`config.mk`:
```
export PLATFORM = sky130hd
export DESIGN_NAME = bist_diag_collector_flat
export DESIGN_NICKNAME = d
export VERILOG_FILES = /design/src/rtl/bist_diag_collector_if.sv /design/src/rtl/bist_diag_collector.sv /design/src/flat_wrapper.sv
export SDC_FILE = /design/constraint.sdc
export NUM_CORES = 1
export LEC_CHECK = 0
export CORE_ASPECT_RATIO = 0.6
export CORE_UTILIZATION = 35
export CTS_CLUSTER_SIZE = 14
export DETAILED_ROUTE_END_ITERATION = 6
export SYNTH_ARGS = -nofsm -noshare
export SYNTH_HDL_FRONTEND = slang
export SYNTH_SLANG_ARGS = --single-unit
```
`constraint.sdc`:
```
create_clock -name clk -period 5 [get_ports clk]
set_input_delay 0.5 -clock clk [delete_from_list [all_inputs] [get_ports clk]]
set_output_delay 0.5 -clock clk [all_outputs]
set_load 0.02 [all_outputs]
```
`src/rtl/bist_diag_collector_if.sv`:
```
// Host drain port of the BIST fail log: valid/ready handshake carrying (address, syndrome).
interface bist_diag_collector_if #(
   parameter int unsigned SIZE   = 6,
   parameter int unsigned LENGTH = 8
);
   logic              rd_valid;
   logic              rd_ready;
   logic [SIZE-1:0]   rd_addr;
   logic [LENGTH-1:0] rd_syn;

   modport master (output rd_valid, output rd_addr, output rd_syn, input rd_ready);
   modport slave  (input rd_valid, input rd_addr, input rd_syn, output rd_ready);
endinterface

```
`src/rtl/bist_diag_collector.sv`:
```
// Records failing BIST read-compares as (address, syndrome) entries in a small FIFO for host drain.
// Optional BIST_DIAG_DEDUP_EN: repeat fails at the last-pushed address OR into that entry instead of pushing.
module bist_diag_collector #(
   parameter int unsigned SIZE   = 6,
   parameter int unsigned LENGTH = 8,
   parameter int unsigned DEPTH  = 4,
   parameter int unsigned CNTW   = 10
) (
   input  logic                     clk,
   input  logic                     rst,
   input  logic                     bist_active,
   input  logic                     cmp_valid,
   input  logic                     fail,
   input  logic [SIZE-1:0]          fail_addr,
   input  logic [LENGTH-1:0]        expected,
   input  logic [LENGTH-1:0]        actual,
   bist_diag_collector_if.master    rd,
   output logic [CNTW-1:0]          fail_count,
   output logic                     overflow,
   output logic                     pass,
   output logic                     busy
);
   localparam int unsigned AW = $clog2(DEPTH);
   localparam int unsigned PW = AW + 1;
   localparam logic [CNTW-1:0] CNT_MAX = '1;

   typedef enum logic [1:0] {IDLE, COLLECT, REPORT} state_e;

   state_e            state_q, state_d;
   logic [PW-1:0]     wr_ptr_q, wr_ptr_d, rd_ptr_q, rd_ptr_d;
   logic [CNTW-1:0]   fail_count_q, fail_count_d;
   logic              overflow_q, overflow_d;
   logic              pass_q, pass_d;
   logic              busy_q, busy_d;
   logic              rd_valid_q, rd_valid_d;
   logic [SIZE-1:0]   rd_addr_q, rd_addr_d;
   logic [LENGTH-1:0] rd_syn_q, rd_syn_d;

   logic [SIZE-1:0]   addr_mem_q [DEPTH];
   logic [LENGTH-1:0] syn_mem_q  [DEPTH];

   logic              record_c, empty_c, full_c, dup_c;
   logic              push_c, merge_c, start_c;
   logic [LENGTH-1:0] syn_c;
   logic [AW-1:0]     last_idx_c;

   assign record_c   = cmp_valid & fail;
   assign syn_c      = expected ^ actual;
   assign empty_c    = (wr_ptr_q == rd_ptr_q);
   assign full_c     = (wr_ptr_q[AW] != rd_ptr_q[AW]) && (wr_ptr_q[AW-1:0] == rd_ptr_q[AW-1:0]);
   assign last_idx_c = wr_ptr_q[AW-1:0] - AW'(1);

`ifdef BIST_DIAG_DEDUP_EN
   logic [SIZE-1:0] last_addr_q;
   logic            last_vld_q;

   assign dup_c = last_vld_q && (fail_addr == last_addr_q);

   // Address of the most recent push; forgotten at every session start.
   always_ff @(posedge clk) begin
      if (!rst) begin
         last_vld_q  <= 1'b0;
         last_addr_q <= '0;
      end else if (start_c) begin
         last_vld_q  <= 1'b0;
      end else if (push_c) begin
         last_vld_q  <= 1'b1;
         last_addr_q <= fail_addr;
      end
   end
`else
   assign dup_c = 1'b0;
`endif

   always_comb begin
      state_d      = state_q;
      wr_ptr_d     = wr_ptr_q;
      rd_ptr_d     = rd_ptr_q;
      fail_count_d = fail_count_q;
      overflow_d   = overflow_q;
      push_c       = 1'b0;
      merge_c      = 1'b0;
      start_c      = 1'b0;
      case (state_q)
         IDLE: begin
            if (bist_active) begin
               state_d = COLLECT;
               start_c = 1'b1;
            end
         end
         COLLECT: begin
            if (record_c) begin
               if (fail_count_q != CNT_MAX) fail_count_d = fail_count_q + CNTW'(1);
               if (dup_c)        merge_c    = !empty_c;
               else if (!full_c) push_c     = 1'b1;
               else              overflow_d = 1'b1;
            end
            if (push_c) wr_ptr_d = wr_ptr_q + PW'(1);
            if (!bist_active) state_d = REPORT;
         end
         REPORT: begin
            if (bist_active) begin
               state_d = COLLECT;
               start_c = 1'b1;
            end else if (rd_valid_q && rd.rd_ready) begin
               rd_ptr_d = rd_ptr_q + PW'(1);
            end
         end
         default: state_d = IDLE;
      endcase
      // A new session discards the log and counters, including unread entries.
      if (start_c) begin
         wr_ptr_d     = '0;
         rd_ptr_d     = '0;
         fail_count_d = '0;
         overflow_d   = 1'b0;
      end
      rd_valid_d = (state_q == REPORT) && (state_d == REPORT) && (rd_ptr_d != wr_ptr_d);
      rd_addr_d  = rd_valid_d ? addr_mem_q[rd_ptr_d[AW-1:0]] : rd_addr_q;
      rd_syn_d   = rd_valid_d ? syn_mem_q[rd_ptr_d[AW-1:0]]  : rd_syn_q;
      pass_d     = (state_d == REPORT) && (fail_count_d == '0);
      busy_d     = (state_d == COLLECT);
   end

   always_ff @(posedge clk) begin
      if (!rst) begin
         state_q      <= IDLE;
         wr_ptr_q     <= '0;
         rd_ptr_q     <= '0;
         fail_count_q <= '0;
         overflow_q   <= 1'b0;
         pass_q       <= 1'b0;
         busy_q       <= 1'b0;
         rd_valid_q   <= 1'b0;
         rd_addr_q    <= '0;
         rd_syn_q     <= '0;
      end else begin
         state_q      <= state_d;
         wr_ptr_q     <= wr_ptr_d;
         rd_ptr_q     <= rd_ptr_d;
         fail_count_q <= fail_count_d;
         overflow_q   <= overflow_d;
         pass_q       <= pass_d;
         busy_q       <= busy_d;
         rd_valid_q   <= rd_valid_d;
         rd_addr_q    <= rd_addr_d;
         rd_syn_q     <= rd_syn_d;
      end
   end

   // Log storage; contents are don't-care while the pointers say empty.
   always_ff @(posedge clk) begin
      if (push_c) begin
         addr_mem_q[wr_ptr_q[AW-1:0]] <= fail_addr;
         syn_mem_q[wr_ptr_q[AW-1:0]]  <= syn_c;
      end else if (merge_c) begin
         syn_mem_q[last_idx_c] <= syn_mem_q[last_idx_c] | syn_c;
      end
   end

   assign rd.rd_valid = rd_valid_q;
   assign rd.rd_addr  = rd_addr_q;
   assign rd.rd_syn   = rd_syn_q;
   assign fail_count  = fail_count_q;
   assign overflow    = overflow_q;
   assign pass        = pass_q;
   assign busy        = busy_q;
endmodule

```
`src/flat_wrapper.sv`:
```
// flat-port wrapper written by rule: the top's interface ports become plain ports
module bist_diag_collector_flat 
#(
   parameter int unsigned SIZE   = 6,
   parameter int unsigned LENGTH = 8,
   parameter int unsigned DEPTH  = 4,
   parameter int unsigned CNTW   = 10
)
  (clk, rst, bist_active, cmp_valid, fail, fail_addr, expected, actual, fail_count, overflow, pass, busy, rd_rd_valid, rd_rd_addr, rd_rd_syn, rd_rd_ready);
  bist_diag_collector_if #(.SIZE(SIZE), .LENGTH(LENGTH)) rd_i ();
  input  logic clk;
  input  logic rst;
  input  logic bist_active;
  input  logic cmp_valid;
  input  logic fail;
  input  logic [SIZE-1:0] fail_addr;
  input  logic [LENGTH-1:0] expected;
  input  logic [LENGTH-1:0] actual;
  output logic [CNTW-1:0] fail_count;
  output logic overflow;
  output logic pass;
  output logic busy;
  output wire logic [$bits(rd_i.rd_valid)-1:0] rd_rd_valid;
  output wire logic [$bits(rd_i.rd_addr)-1:0] rd_rd_addr;
  output wire logic [$bits(rd_i.rd_syn)-1:0] rd_rd_syn;
  input wire logic [$bits(rd_i.rd_ready)-1:0] rd_rd_ready;
  assign rd_rd_valid = rd_i.rd_valid;
  assign rd_rd_addr = rd_i.rd_addr;
  assign rd_rd_syn = rd_i.rd_syn;
  assign rd_i.rd_ready = rd_rd_ready;
  bist_diag_collector #(.SIZE(SIZE), .LENGTH(LENGTH), .DEPTH(DEPTH), .CNTW(CNTW)) u_core (.clk(clk), .rst(rst), .bist_active(bist_active), .cmp_valid(cmp_valid), .fail(fail), .fail_addr(fail_addr), .expected(expected), .actual(actual), .rd(rd_i), .fail_count(fail_count), .overflow(overflow), .pass(pass), .busy(busy));
endmodule
```
* Yosys cells after proc, flatten, opt, wreduce, memory -nomap -nowiden *
Memories as Yosys holds them, arrays and structs flattened. A register that Yosys moved wholly into a read port is not among the register bits.
Cells that the tools add are included.

operators by class
  add/sub/neg operators = 3
  multiply operators = 0
  div/mod/pow operators = 0
  order comparisons = 0
  equality and inequality tests = 8
  shift-type cells = 0
  multiplexer cells = 22
  bitwise operators = 3
  reductions and logical operators = 12

operator list
  kind                   number
  $mux 10                4
  $mux 3                 7
  $add 10x1->10 const B  1
  $logic_not 10->1       1
  $ne 10x10->1 const B   1
  $mux 1                 8
  $xor 8x8->8            1
  $add 3x1->3 const B    2
  $logic_and 1x1->1      5
  $eq 2x1->1 const B     2
  $eq 2x2->1 const B     2
  $mux 2                 2
  $pmux 2 s2             1
  $reduce_or 2->1        2
  $ne 3x3->1             1
  $reduce_and 3->1       1
  $eq 2x2->1             1
  $logic_not 1->1        2
  $logic_not 2->1        1
  $and 1x1->1            1
  $ne 1x1->1             1
  $not 1->1              1

storage, ports and cells
  bits in registers = 22
  bits in latches = 0
  RAM bits = 56
  ROM bits = 0
  bits of input ports = 28
  output and inout bits = 28
  memories = 2

memory list
  memory             words  bits a word  rd ports  clocked after memory_dff  write ports  line                       text
  u_core.syn_mem_q   4      8            1         1                         1            bist_diag_collector.sv:40  logic [LENGTH-1:0] syn_mem_q [DEPTH];
  u_core.addr_mem_q  4      6            1         1                         1            bist_diag_collector.sv:39  logic [SIZE-1:0] addr_mem_q [DEPTH];

* Depth between registers and ports, before layout *
Gate-level depths: netlist of the first run.

  word-level depth = 10
  mapped depth = 10

* Worst setup path after synthesis of the first run *
No wires, ideal clock.

  path kind = register -> register
  start = register u_core.fail_count_q[0], in the netlist u_core.fail_count[0]
  end = register u_core.pass_q, in the netlist u_core.pass
  data arrival time = 2.185 ns
  setup slack = 2.755 ns
  cell stages (with the launch flop) = 8
  buffers on the path = 0
  clock period less this slack = 2.245 ns
  cells stage by stage = dfxtp_1 ha_1 nand3_1 or4_1 mux2i_1 a31oi_1 nor4b_2 o311a_1

on the way
  cells in the longest elaborated chain, start to end = 7
  elaborated cells on any way between the ends = 8
  classes of those cells = add/sub: 1; eq/ne: 1; mux: 4; reduce/logical: 2

ends and longest elaborated chain
  item                                                  line                        text
  start: declaration                                    bist_diag_collector.sv:31   logic [CNTW-1:0] fail_count_q, fail_count_d;
  start signal: assignment                              bist_diag_collector.sv:141  fail_count_q <= fail_count_d;
  $add 10x1->10 / $ne 10x10->1 (equally long branches)  bist_diag_collector.sv:93   if (fail_count_q != CNT_MAX) fail_count_d = fail_count_q + CNTW'(1);
  $mux 10                                               bist_diag_collector.sv:93
  $mux 10                                               bist_diag_collector.sv:92   if (record_c) begin
  $mux 10 *                                             bist_diag_collector.sv:84   case (state_q)
  $mux 10 *                                             bist_diag_collector.sv:112  if (start_c) begin
  $logic_not 10->1 *                                    bist_diag_collector.sv:121  pass_d = (state_d == REPORT) && (fail_count_d == '0);
  $logic_and 1x1->1 *                                   bist_diag_collector.sv:121
  end signal: assignment                                bist_diag_collector.sv:143  pass_q <= pass_d;
  end: declaration                                      bist_diag_collector.sv:33   logic pass_q, pass_d;

Mark *: on every way between the ends. The rest lies on a longest branch, timed or not.
A chain may end at the register's enable or synchronous reset.

* Worst setup path after layout of the first run *
  start = input bist_active
  end = register u_core.rd_syn_q[3], in the netlist u_core.rd.rd_syn[3] (read register of u_core.syn_mem_q)

on the way
  cells in the longest elaborated chain, start to end = 5
  elaborated cells on any way between the ends = 13
  classes of those cells = eq/ne: 2; mux: 9; reduce/logical: 2

ends and longest elaborated chain
  item                                                    line                                                    text
  start: declaration                                      flat_wrapper.sv:13                                      input logic bist_active;
  $mux 2 (tied with other cells)                          bist_diag_collector.sv:86, bist_diag_collector.sv:102
  $pmux 2 s2 (tied with other cells)                      bist_diag_collector.sv:84
  $eq 2x2->1 / $mux 3 (equally long branches)             bist_diag_collector.sv:118, bist_diag_collector.sv:112
  $logic_and 1x1->1 / $ne 3x3->1 (equally long branches)  bist_diag_collector.sv:118                              rd_valid_d = (state_q == REPORT) && (state_d == REPORT) && (rd_ptr_d != wr_ptr_d);
  $logic_and 1x1->1                                       bist_diag_collector.sv:118
  end: declaration                                        bist_diag_collector.sv:37                               logic [LENGTH-1:0] rd_syn_q, rd_syn_d;

Several ways; a longest one is shown, not always the timed one.

==> results.py, run 1 <==
metrics = {
    "floorplan": {
        "core_area_um2": 10810,
        "ios": 56,
        "die_h_um": 84.58,
        "die_width_um": 139.6,
        "initial_core_util": 0.3679,
        "num_rows": 29,
        "dieArea_um2": 11810,
    },
    "synth": {
        "ys_ff_latch": 92,
        "synthSimpleGateAreaFrac": 0.1230,
        "synth_top_family_by_area": "compound AO/OA/AOI/OAI gates",
        "yosysWarnings": 0,
        "syn-num-nets": 362,
        "syn_area_um2": 3978,
        "synth_compound_area_frac": 0.1287,
        "synthAdderAreaFrac": 0.01887,
        "syn_inst": 328,
        "ys_seq_area_frac": 0.6040,
        "synthDistinctLibCells": 47,
        "syn_avg_cell_area_um2": 12.13,
        "muxShareOfSynthArea": 0.04530,
        "synthXorXnorAreaFrac": 0.05253,
    },
    "critical_path": {
        "rr_endpoint": "u_core.rd.rd_syn[3]$_SDFFE_PN0P_",
        "reg2reg_depth": 6,
        "crit_start": "bist_active",
        "crit_path_start_kind": "primary input",
        "critPathMaxFanout": 15,
        "cp.required_ns": 5.19,
        "crit_path_end_kind": "register",
        "worstSetupPathType": "primary input to register",
        "endpoint": "u_core.rd.rd_syn[3]$_SDFFE_PN0P_",
        "timing.rr.start": "u_core.state_q[0]$_SDFF_PN0_",
        "arrival_ns": 3.18,
        "r2r_slack_ns": 2.10,
    },
    "drt": {
        "wl_met2_mm": 3.572,
        "routedWlPerCell_um": 15.83,
        "first_pass_iters": 4,
        "dr_wl_met3_um": 382,
        "wl_met1_mm": 4.301,
        "drc_errors": 0,
        "dr.first_iter.drc_count": 209,
        "viasPerCell": 4.985,
        "wl_mm": 8.310,
        "highest_layer": "met4",
        "ant_nets": 0,
        "dr_total_vias": 2617,
    },
    "power_and_ir_drop": {
        "powerDensity_nw_per_um2": 308.1,
        "peakVddDrop_uv": 147.8,
        "leakage_nw": 1.762,
    },
    "timing": {
        "final-hold-violation-count": 0,
        "fin_crit_ns": 2.989,
        "slew_headroom": 0.4428,
        "tightest_slew_ns": 0.8358,
        "max_freq_mhz": 334.6,
        "maxSlewViolCount": 0,
        "fin_ws_ns": 2.011,
        "setup_viol": 0,
        "worst_hold_slack_ns": 0.4858,
        "rsz0062_at_grt": "no",
        "finalSetupTns_ns": 0,
        "fin_crit_sh": 0.5978,
        "clock_skew_ns": 0.006899,
    },
    "final_layout": {
        "multiInputGateArea_um2": 1465,
        "fin_nets": 415,
        "fillers": 999,
        "drive_gt1_frac": 0.09067,
        "seq_area_um2": 2402,
        "syn_to_final_growth_pct": 24.00,
        "diodes": 0,
    },
    "cts": {
        "holdBufCountCts": 0,
        "worstSkewPairLatency_ns": 0.33,
        "path_clk_slew_ns": 0.07,
        "htree_levels": 3,
        "tritoncts": "done",
        "cts_sinks": 92,
        "tritoncts.num_buffers": 9,
        "post_cts_resize_count": 0,
        "clock-root-buffer": "clkbuf_16",
        "post_cts_buffers": 0,
        "clk_path_buf_depth": 2,
    },
    "min_path": {
        "min_path_type": "register to register",
    },
    "global_routing": {
        "grt_pass1_wl_mm": 13.19,
        "track_usage": 0.1485,
        "grt_overflow": 0,
        "first_global_vias": 2462,
        "grt_max_degree": 31,
        "antenna_found_initial": 0,
    },
    "place": {
        "dp_hpwl_mm": 5.557,
        "place_congestion": 0.8327,
        "portBuffers": 55,
        "place_ws_ns": 1.630,
    },
    "status": {
        "outcome": "finished clean",
    },
    "job": {
        "cap_violations": 0,
    },
}
-- cell usage after synthesis (all sizes together) --
cell type | number | share of area
a211o | 1 | 0.0022
a211oi | 4 | 0.0088
a21oi | 20 | 0.025
a22o | 14 | 0.031
a31oi | 2 | 0.0069
a32o | 1 | 0.0025
a41oi | 1 | 0.0022
and2 | 3 | 0.0047
and3 | 3 | 0.0047
and4b | 1 | 0.0025
buf | 6 | 0.0098
clkbuf | 10 | 0.0094
clkinv | 1 | 0.00094
dfxtp | 36 | 0.18
edfxtp | 56 | 0.42
ha | 6 | 0.019
inv | 8 | 0.0075
mux2i | 18 | 0.045
nand2 | 40 | 0.038
nand2b | 3 | 0.0047
nand3 | 9 | 0.011
nand3b | 2 | 0.0038
nand4 | 5 | 0.0079
nand4b | 1 | 0.0060
nor2 | 22 | 0.021
nor2b | 1 | 0.0016
nor3 | 5 | 0.0063
nor4 | 1 | 0.0016
nor4b | 1 | 0.0038
o21ai | 2 | 0.0025
o221ai | 1 | 0.0022
o22ai | 14 | 0.036
o311a | 2 | 0.0050
o31a | 1 | 0.0022
o31ai | 1 | 0.0019
or2 | 1 | 0.0016
or3 | 1 | 0.0016
or4 | 1 | 0.0019
xnor2 | 10 | 0.022
xor2 | 13 | 0.031
-- cells in the final DEF, fill, tap and decap left out, types with 2 or more instances in the layout --
| master | Yosys | final |
|---|---|---|
| a211oi_1 | 3 | 3 |
| a21oi_1 | 20 | 20 |
| a22o_1 | 14 | 14 |
| and2_1 | 3 | 3 |
| and3_1 | 3 | 3 |
| buf_4 | 1 | 3 |
| clkbuf_16 | 0 | 9 |
| clkdlybuf4s50_1 | 0 | 55 |
| clkinv_4 | 0 | 2 |
| dfxtp_1 | 36 | 36 |
| edfxtp_1 | 56 | 56 |
| ha_1 | 6 | 6 |
| inv_1 | 8 | 8 |
| inv_6 | 0 | 2 |
| mux2i_1 | 18 | 18 |
| nand2_1 | 40 | 40 |
| nand2b_1 | 3 | 3 |
| nand3_1 | 9 | 9 |
| nand3b_1 | 2 | 2 |
| nand4_1 | 5 | 5 |
| nor2_1 | 21 | 21 |
| nor3_1 | 5 | 5 |
| o21ai_0 | 2 | 2 |
| o22ai_1 | 5 | 5 |
| o22ai_2 | 9 | 9 |
| o311a_1 | 2 | 2 |
| xnor2_1 | 10 | 10 |
| xor2_1 | 12 | 12 |
-- final cells by class --
type,count,area share
inverters,9,0.006849
flip-flops and latches,92,0.4871
repair buffers,58,0.1162
clock inverters,7,0.01192
multi-input cells,211,0.2971
well taps,139,0.03526
clock buffers,9,0.04566
-- critical path: stages --
cell	delay [ns]
clkdlybuf4s50_1	0.58
nor2_1	0.13
nand3b_1	0.14
nand3_1	0.54
xnor2_1	0.43
a211o_1	0.65
o22ai_1	0.20
-- registers in the layout, summed over array words and instances, names as in the netlist --
register	flops
u_core.rd.rd_syn	8
u_core.rd_ptr_q	3
u_core.busy	1
u_core.pass	1
u_core.state_q	2
u_core.overflow	1
u_core.syn_mem_q	32
u_core.addr_mem_q	24
u_core.fail_count	10
u_core.wr_ptr_q	3
u_core.rd.rd_addr	6
u_core.rd.rd_valid	1
-- logic make-up after synthesis --
family                   count (synthesis)
adder cells (fa/ha/maj)                  6
flip-flops                              92
XOR/XNOR                                23
buffers and inverters                   25
AO/OA/AOI/OAI                           64
AND/OR/NAND/NOR                        100
multiplexers                            18
-- power breakdown --
group	switching [mW]	internal [mW]
registers	0.00396	0.812
clock network	0.295	0.345
logic	0.0332	0.0304
total	0.332	1.19
-- through the flow --
step / instances / instance area [µm²] / utilization / power [mW]
6_report: 525 / 4932 / 0.4561 / 1.520
5_1_grt: 525 / 4932 / 0.4561 / 1.575
4_1_cts: 525 / 4932 / 0.4561 / 1.538
3_5_place_dp: 509 / 4648 / 0.4299 / 0.8971
3_3_place_gp: 509 / 4648 / 0.4299 / 0.8951
2_1_floorplan: 328 / 3978 / - / 0.8590
-- metal layers --
layer	global-route usage	up-vias
met1	0.2155	1260
met4	0.04296	0
met3	0.04278	4
li1	-	1303
met2	0.2143	50
met5	0	-
-- worst min-delay path by stage --
| stage | start | end | depth (start not counted) |
|---|---|---|---|
| final | u_core.rd.rd_addr[1]$_SDFFE_PN0P_ | u_core.rd.rd_addr[1]$_SDFFE_PN0P_ | 2 |
| after global placement | u_core.rd.rd_syn[7]$_SDFFE_PN0P_ | u_core.rd.rd_syn[7]$_SDFFE_PN0P_ | 2 |
| after CTS | u_core.rd.rd_addr[1]$_SDFFE_PN0P_ | u_core.rd.rd_addr[1]$_SDFFE_PN0P_ | 2 |
| after floorplan | u_core.wr_ptr_q[2]$_SDFF_PN0_ | u_core.wr_ptr_q[2]$_SDFF_PN0_ | 2 |
| after detailed placement | u_core.rd.rd_addr[1]$_SDFFE_PN0P_ | u_core.rd.rd_addr[1]$_SDFFE_PN0P_ | 2 |
| after global routing | u_core.rd.rd_addr[2]$_SDFFE_PN0P_ | u_core.rd.rd_addr[2]$_SDFFE_PN0P_ | 2 |
Note: power is estimated with default switching activity, not from simulation.
==> inputs of run 2 (changes only) <==
Clock period 5 ns to 2.55 ns, I/O delays scaled along.
==> results.py, run 2 (synthesized netlist as in run 1, its figures left out) <==
metrics = {
    "status": {
        "outcome": "finished clean",
    },
    "power_and_ir_drop": {
        "intPower_mw": 2.521,
        "powerDensity_nw_per_um2": 619.9,
        "p_total_mw": 3.158,
        "switching_share": 0.2018,
        "peakVddDrop_uv": 343.5,
        "p_clk_frac": 0.452,
        "leakage_nw": 1.861,
        "switchingPower_uw": 637.5,
        "comb_power_share": 0.043,
        "power_frac_seq": 0.506,
    },
    "final_layout": {
        "drive_gt1_frac": 0.1178,
        "fin_cells": 538,
        "syn_to_final_growth_pct": 28.09,
        "fillers": 962,
        "largest-register": "u_core.syn_mem_q",
        "seq_area_um2": 2402,
        "diodes": 0,
        "largest_reg_flops": 32,
        "multiInputGateArea_um2": 1465,
        "fin_nets": 428,
        "layout_common_cells": "edfxtp_1 (56), clkdlybuf4s50_1 (55), nand2_1 (40)",
        "final_common_cell": "edfxtp_1",
    },
    "timing": {
        "fin_crit_sh": 0.9321,
        "worst_hold_slack_ns": 0.4843,
        "rsz0062_at_grt": "no",
        "final-hold-violation-count": 0,
        "fin_crit_ns": 2.377,
        "clock_skew_ns": 0.01007,
        "fin_ws_ns": 0.1733,
        "finalSetupTns_ns": 0,
        "maxSlewViolCount": 0,
        "max_freq_mhz": 420.7,
        "setup_viol": 0,
        "slew_headroom": 0.7098,
        "tightest_slew_ns": 0.4322,
    },
    "critical_path": {
        "cp.required_ns": 2.82,
        "path_cells": "inv_1 -> ha_1 -> inv_1 -> a32o_1 -> a211oi_2 -> xnor2_1 -> nor2_1 -> a211o_1 -> buf_12 -> o22ai_1",
        "timing.rr.start": "u_core.wr_ptr_q[0]$_SDFF_PN0_",
        "critPathSlowestCell": "dfxtp_1",
        "crit_path_start_kind": "register",
        "worstSetupPathType": "register to register",
        "reg2reg_depth": 10,
        "endpoint": "u_core.rd.rd_syn[2]$_SDFFE_PN0P_",
        "arrival_ns": 2.65,
        "crit_family": "compound AO/OA/AOI/OAI gates",
        "path_buf_inv": 3,
        "rr_endpoint": "u_core.rd.rd_syn[2]$_SDFFE_PN0P_",
        "crit_path_end_kind": "register",
        "r2r_slack_ns": 0.17,
        "cpPeakStageDelay_ns": 0.44,
        "cp_common_cell": "inv_1",
        "crit_start": "u_core.wr_ptr_q[0]$_SDFF_PN0_",
        "critPathMaxFanout": 15,
        "path_depth": 10,
    },
    "drt": {
        "routedWlPerCell_um": 15.57,
        "drc_errors": 0,
        "wl_mm": 8.378,
        "ant_nets": 0,
        "first_pass_iters": 4,
        "viasPerCell": 5.020,
        "dr.first_iter.drc_count": 219,
        "dr_total_vias": 2701,
    },
    "floorplan": {
        "core_area_um2": 10810,
        "num_rows": 29,
        "ios": 56,
        "dieArea_um2": 11810,
        "die_h_um": 84.58,
        "initial_core_util": 0.3679,
        "die_width_um": 139.6,
    },
    "cts": {
        "worstSkewPairLatency_ns": 0.34,
        "clock-root-buffer": "clkbuf_16",
        "post_cts_buffers": 0,
        "holdBufCountCts": 0,
        "tritoncts": "done",
        "htree_levels": 3,
        "clk_path_buf_depth": 2,
        "post_cts_resize_count": 0,
        "cts_sinks": 92,
        "path_clk_slew_ns": 0.07,
        "tritoncts.num_buffers": 9,
    },
    "place": {
        "place_congestion": 0.8335,
        "portBuffers": 55,
        "place_ws_ns": 0.06602,
        "dp_cells": 522,
        "dp_hpwl_mm": 5.755,
    },
    "job": {
        "cap_violations": 0,
    },
    "global_routing": {
        "first_global_vias": 2486,
        "track_usage": 0.1488,
        "grt_overflow": 0,
        "grt_max_degree": 30,
        "antenna_found_initial": 0,
        "grt_pass1_wl_mm": 13.17,
    },
    "min_path": {
        "min_path_type": "register to register",
    },
}
## run 2: cell count changes in the layout (fill, tap and decap cells not counted), sizes merged
| cell | before | now |
|---|---|---|
| clkinvlp | 1 | 0 |
| buf | 3 | 16 |
| inv | 11 | 9 |
| bufinv | 0 | 2 |
| clkinv | 4 | 5 |
## run 2: worst min path at each step
| stage | from | endpoint | slack (ns) | depth (start not counted) |
|---|---|---|---|---|
| floorplan | bist_active | u_core.state_q[1]$_SDFF_PN0_ | 0.34 | 1 |
| global placement | u_core.rd.rd_syn[7]$_SDFFE_PN0P_ | u_core.rd.rd_syn[7]$_SDFFE_PN0P_ | 0.47 | 2 |
| detailed placement | u_core.rd.rd_syn[1]$_SDFFE_PN0P_ | u_core.rd.rd_syn[1]$_SDFFE_PN0P_ | 0.48 | 2 |
| CTS | u_core.rd.rd_addr[5]$_SDFFE_PN0P_ | u_core.rd.rd_addr[5]$_SDFFE_PN0P_ | 0.49 | 2 |
| global route | u_core.rd.rd_addr[5]$_SDFFE_PN0P_ | u_core.rd.rd_addr[5]$_SDFFE_PN0P_ | 0.51 | 2 |
| finish | u_core.rd.rd_addr[5]$_SDFFE_PN0P_ | u_core.rd.rd_addr[5]$_SDFFE_PN0P_ | 0.48 | 2 |
## run 2: cell type report
class                   instances  area share
flip-flops and latches         92      0.4715
multi-input cells             211      0.2876
repair buffers                 71      0.1365
clock buffers                   9     0.04420
well taps                     139     0.03414
clock inverters                 7     0.01940
inverters                       9    0.006631
## run 2: worst register-to-register path, delay by kind of cell, from the launching register on
| family | cells | cell delay, ns |
|---|---|---|
| AOI/OAI and AO/OA | 4 | 0.97 |
| DFF | 1 | 0.44 |
| adders and majority gates | 1 | 0.35 |
| buffers and inverters | 3 | 0.32 |
| xor gates and xnor gates | 1 | 0.16 |
| and+or+nand+nor | 1 | 0.07 |
## run 2: through the flow
step	util	area, µm²
floorplan	-	3978
global placement	0.4412	4771
CTS	0.4712	5095
finish	0.4712	5095
global route	0.4712	5095
detailed placement	0.4412	4771
## run 2: power by group through the flow
stage	sequential, mW	combinational [mW]	clock [mW]
finish	1.60	0.135	1.43
global route	1.60	0.147	1.52
global placement	1.63	0.131	0
CTS	1.60	0.136	1.46
floorplan	1.63	0.0528	0
detailed placement	1.63	0.135	0
## run 2: metal layers
metal / up-vias / part of all wire / GRT usage
li1: 1334 / - / -
met1: 1299 / 0.50 / 0.2111
met5: - / 0 / 0
met3: 9 / 0.048 / 0.04735
met4: 0 / 0.014 / 0.05395
met2: 59 / 0.44 / 0.2120
==> inputs of run 3 (changes only) <==
--- a/constraint.sdc
+++ b/constraint.sdc
@@ -3,2 +3,2 @@
 set_output_delay 0.255 -clock clk [all_outputs]
-set_load 0.02 [all_outputs]
+set_load 0.05 [all_outputs]
==> results.py, run 3 (synthesized netlist as in run 1, its figures left out) <==
metrics = {
    "power_and_ir_drop": {
        "peakVddDrop_uv": 347.0,
        "intPower_mw": 2.329,
        "leakage_nw": 1.831,
        "powerDensity_nw_per_um2": 592.5,
        "switchingPower_uw": 659.0,
        "comb_power_share": 0.046,
        "power_frac_seq": 0.534,
        "p_total_mw": 2.988,
        "switching_share": 0.2205,
        "p_clk_frac": 0.419,
    },
    "floorplan": {
        "ios": 56,
        "dieArea_um2": 11810,
        "die_h_um": 84.58,
        "die_width_um": 139.6,
        "num_rows": 29,
        "initial_core_util": 0.3679,
        "core_area_um2": 10810,
    },
    "critical_path": {
        "worstSetupPathType": "register to register",
        "arrival_ns": 2.64,
        "path_buf_inv": 3,
        "crit_family": "compound AO/OA/AOI/OAI gates",
        "cpPeakStageDelay_ns": 0.42,
        "crit_path_start_kind": "register",
        "cp.required_ns": 2.82,
        "critPathSlowestCell": "dfxtp_1",
        "critPathMaxFanout": 15,
        "cp_common_cell": "inv_1",
        "crit_path_end_kind": "register",
        "path_cells": "inv_1 -> ha_1 -> inv_1 -> a32o_1 -> a211oi_2 -> xnor2_1 -> nor2_1 -> a211o_1 -> buf_12 -> o22ai_1",
    },
    "place": {
        "place_ws_ns": 0.07797,
        "place_congestion": 0.8303,
        "dp_hpwl_mm": 5.859,
        "place_area_um2": 4763,
        "portBuffers": 55,
    },
    "final_layout": {
        "fin_util": 0.4664,
        "largest-register": "u_core.syn_mem_q",
        "drive_gt1_frac": 0.1181,
        "fin_nets": 427,
        "final_common_cell": "edfxtp_1",
        "finalInstanceArea_um2": 5044,
        "diodes": 0,
        "fillers": 994,
        "syn_to_final_growth_pct": 26.80,
        "largest_reg_flops": 32,
        "layout_common_cells": "edfxtp_1 (56), clkdlybuf4s50_1 (55), nand2_1 (40)",
    },
    "global_routing": {
        "first_global_vias": 2572,
        "antenna_found_initial": 0,
        "grt_max_degree": 30,
        "grt_overflow": 0,
        "grt_pass1_wl_mm": 13.55,
        "track_usage": 0.1525,
    },
    "job": {
        "cap_violations": 0,
    },
    "timing": {
        "setup_viol": 0,
        "tightest_slew_ns": 0.5072,
        "final-hold-violation-count": 0,
        "rsz0062_at_grt": "no",
        "fin_crit_sh": 0.9304,
        "max_freq_mhz": 421.5,
        "fin_crit_ns": 2.372,
        "maxSlewViolCount": 0,
        "finalSetupTns_ns": 0,
        "clock_skew_ns": 0.008453,
        "fin_ws_ns": 0.1775,
        "slew_headroom": 0.6608,
    },
    "cts": {
        "clock-root-buffer": "clkbuf_16",
        "clk_path_buf_depth": 2,
        "worstSkewPairLatency_ns": 0.34,
        "htree_levels": 3,
        "path_clk_slew_ns": 0.07,
        "holdBufCountCts": 0,
        "post_cts_resize_count": 0,
        "tritoncts.num_buffers": 9,
        "tritoncts": "done",
        "post_cts_buffers": 0,
        "cts_sinks": 92,
    },
    "drt": {
        "viasPerCell": 5.039,
        "wl_mm": 8.440,
        "dr.first_iter.drc_count": 173,
        "first_pass_iters": 4,
        "dr_total_vias": 2706,
        "routedWlPerCell_um": 15.72,
        "ant_nets": 0,
        "drc_errors": 0,
    },
    "status": {
        "outcome": "finished clean",
    },
    "min_path": {
        "min_path_type": "register to register",
    },
}
-- run 3: changes by cell type in the layout (fill, tap and decap cells not counted) --
cell	previous run	this run
clkinv_4	3	0
clkinv_2	0	1
bufinv_16	2	0
inv_6	1	4
clkinvlp_4	0	2
buf_4	14	13
clkinv_1	2	1
-- run 3: layout make-up --
class,instances,area [µm²],share of cell area
tap,139,173.9,0.03448
clock buffer,9,225.2,0.04465
inverter,9,33.78,0.006698
timing repair buffer,70,688.2,0.1364
sequential,92,2402,0.4763
multi-input combinational,211,1465,0.2905
clock inverter,7,55.05,0.01092
-- run 3: worst paths after layout --
| kind | startpoint | end | slack (ns) | depth (start not counted) |
|---|---|---|---|---|
| hold reg to reg | u_core.rd.rd_addr[5]$_SDFFE_PN0P_ | u_core.rd.rd_addr[5]$_SDFFE_PN0P_ | 0.48 | 2 |
| hold / removal | u_core.rd.rd_addr[5]$_SDFFE_PN0P_ | u_core.rd.rd_addr[5]$_SDFFE_PN0P_ | 0.48 | 2 |
| setup reg to reg | u_core.wr_ptr_q[1]$_SDFF_PN0_ | u_core.rd.rd_syn[7]$_SDFFE_PN0P_ | 0.18 | 10 |
| setup / recovery | u_core.wr_ptr_q[1]$_SDFF_PN0_ | u_core.rd.rd_syn[7]$_SDFFE_PN0P_ | 0.18 | 10 |
-- run 3: tightest hold or removal path: stages (launching register included) --
cell and delay [ns]:
dfxtp_1 0.31, nand2_1 0.07, o22ai_2 0.06
-- run 3: routing by layer --
layer  track usage  wire, µm  vias up
met4       0.04995       104        0
met3       0.04621       462       10
met2        0.2202      3591       59
li1              -         -     1336
met1        0.2172      4282     1301
met5             0         0        -
-- run 3: power groups by stage --
| stage | Clock [mW] | Combinational, mW | Sequential [mW] |
|---|---|---|---|
| detailed placement | 0 | 0.140 | 1.63 |
| floorplan | 0 | 0.0528 | 1.64 |
| finish | 1.25 | 0.139 | 1.60 |
| global placement | 0 | 0.136 | 1.63 |
| global route | 1.35 | 0.151 | 1.60 |
| CTS | 1.30 | 0.140 | 1.60 |
-- run 3: stage by stage --
| stage | instances | hold WS, ns |
|---|---|---|
| floorplan | 328 | 0.3400 |
| global placement | 521 | 0.4738 |
| detailed placement | 521 | 0.4797 |
| CTS | 537 | 0.4912 |
| global route | 537 | 0.5193 |
| finish | 537 | 0.4845 |
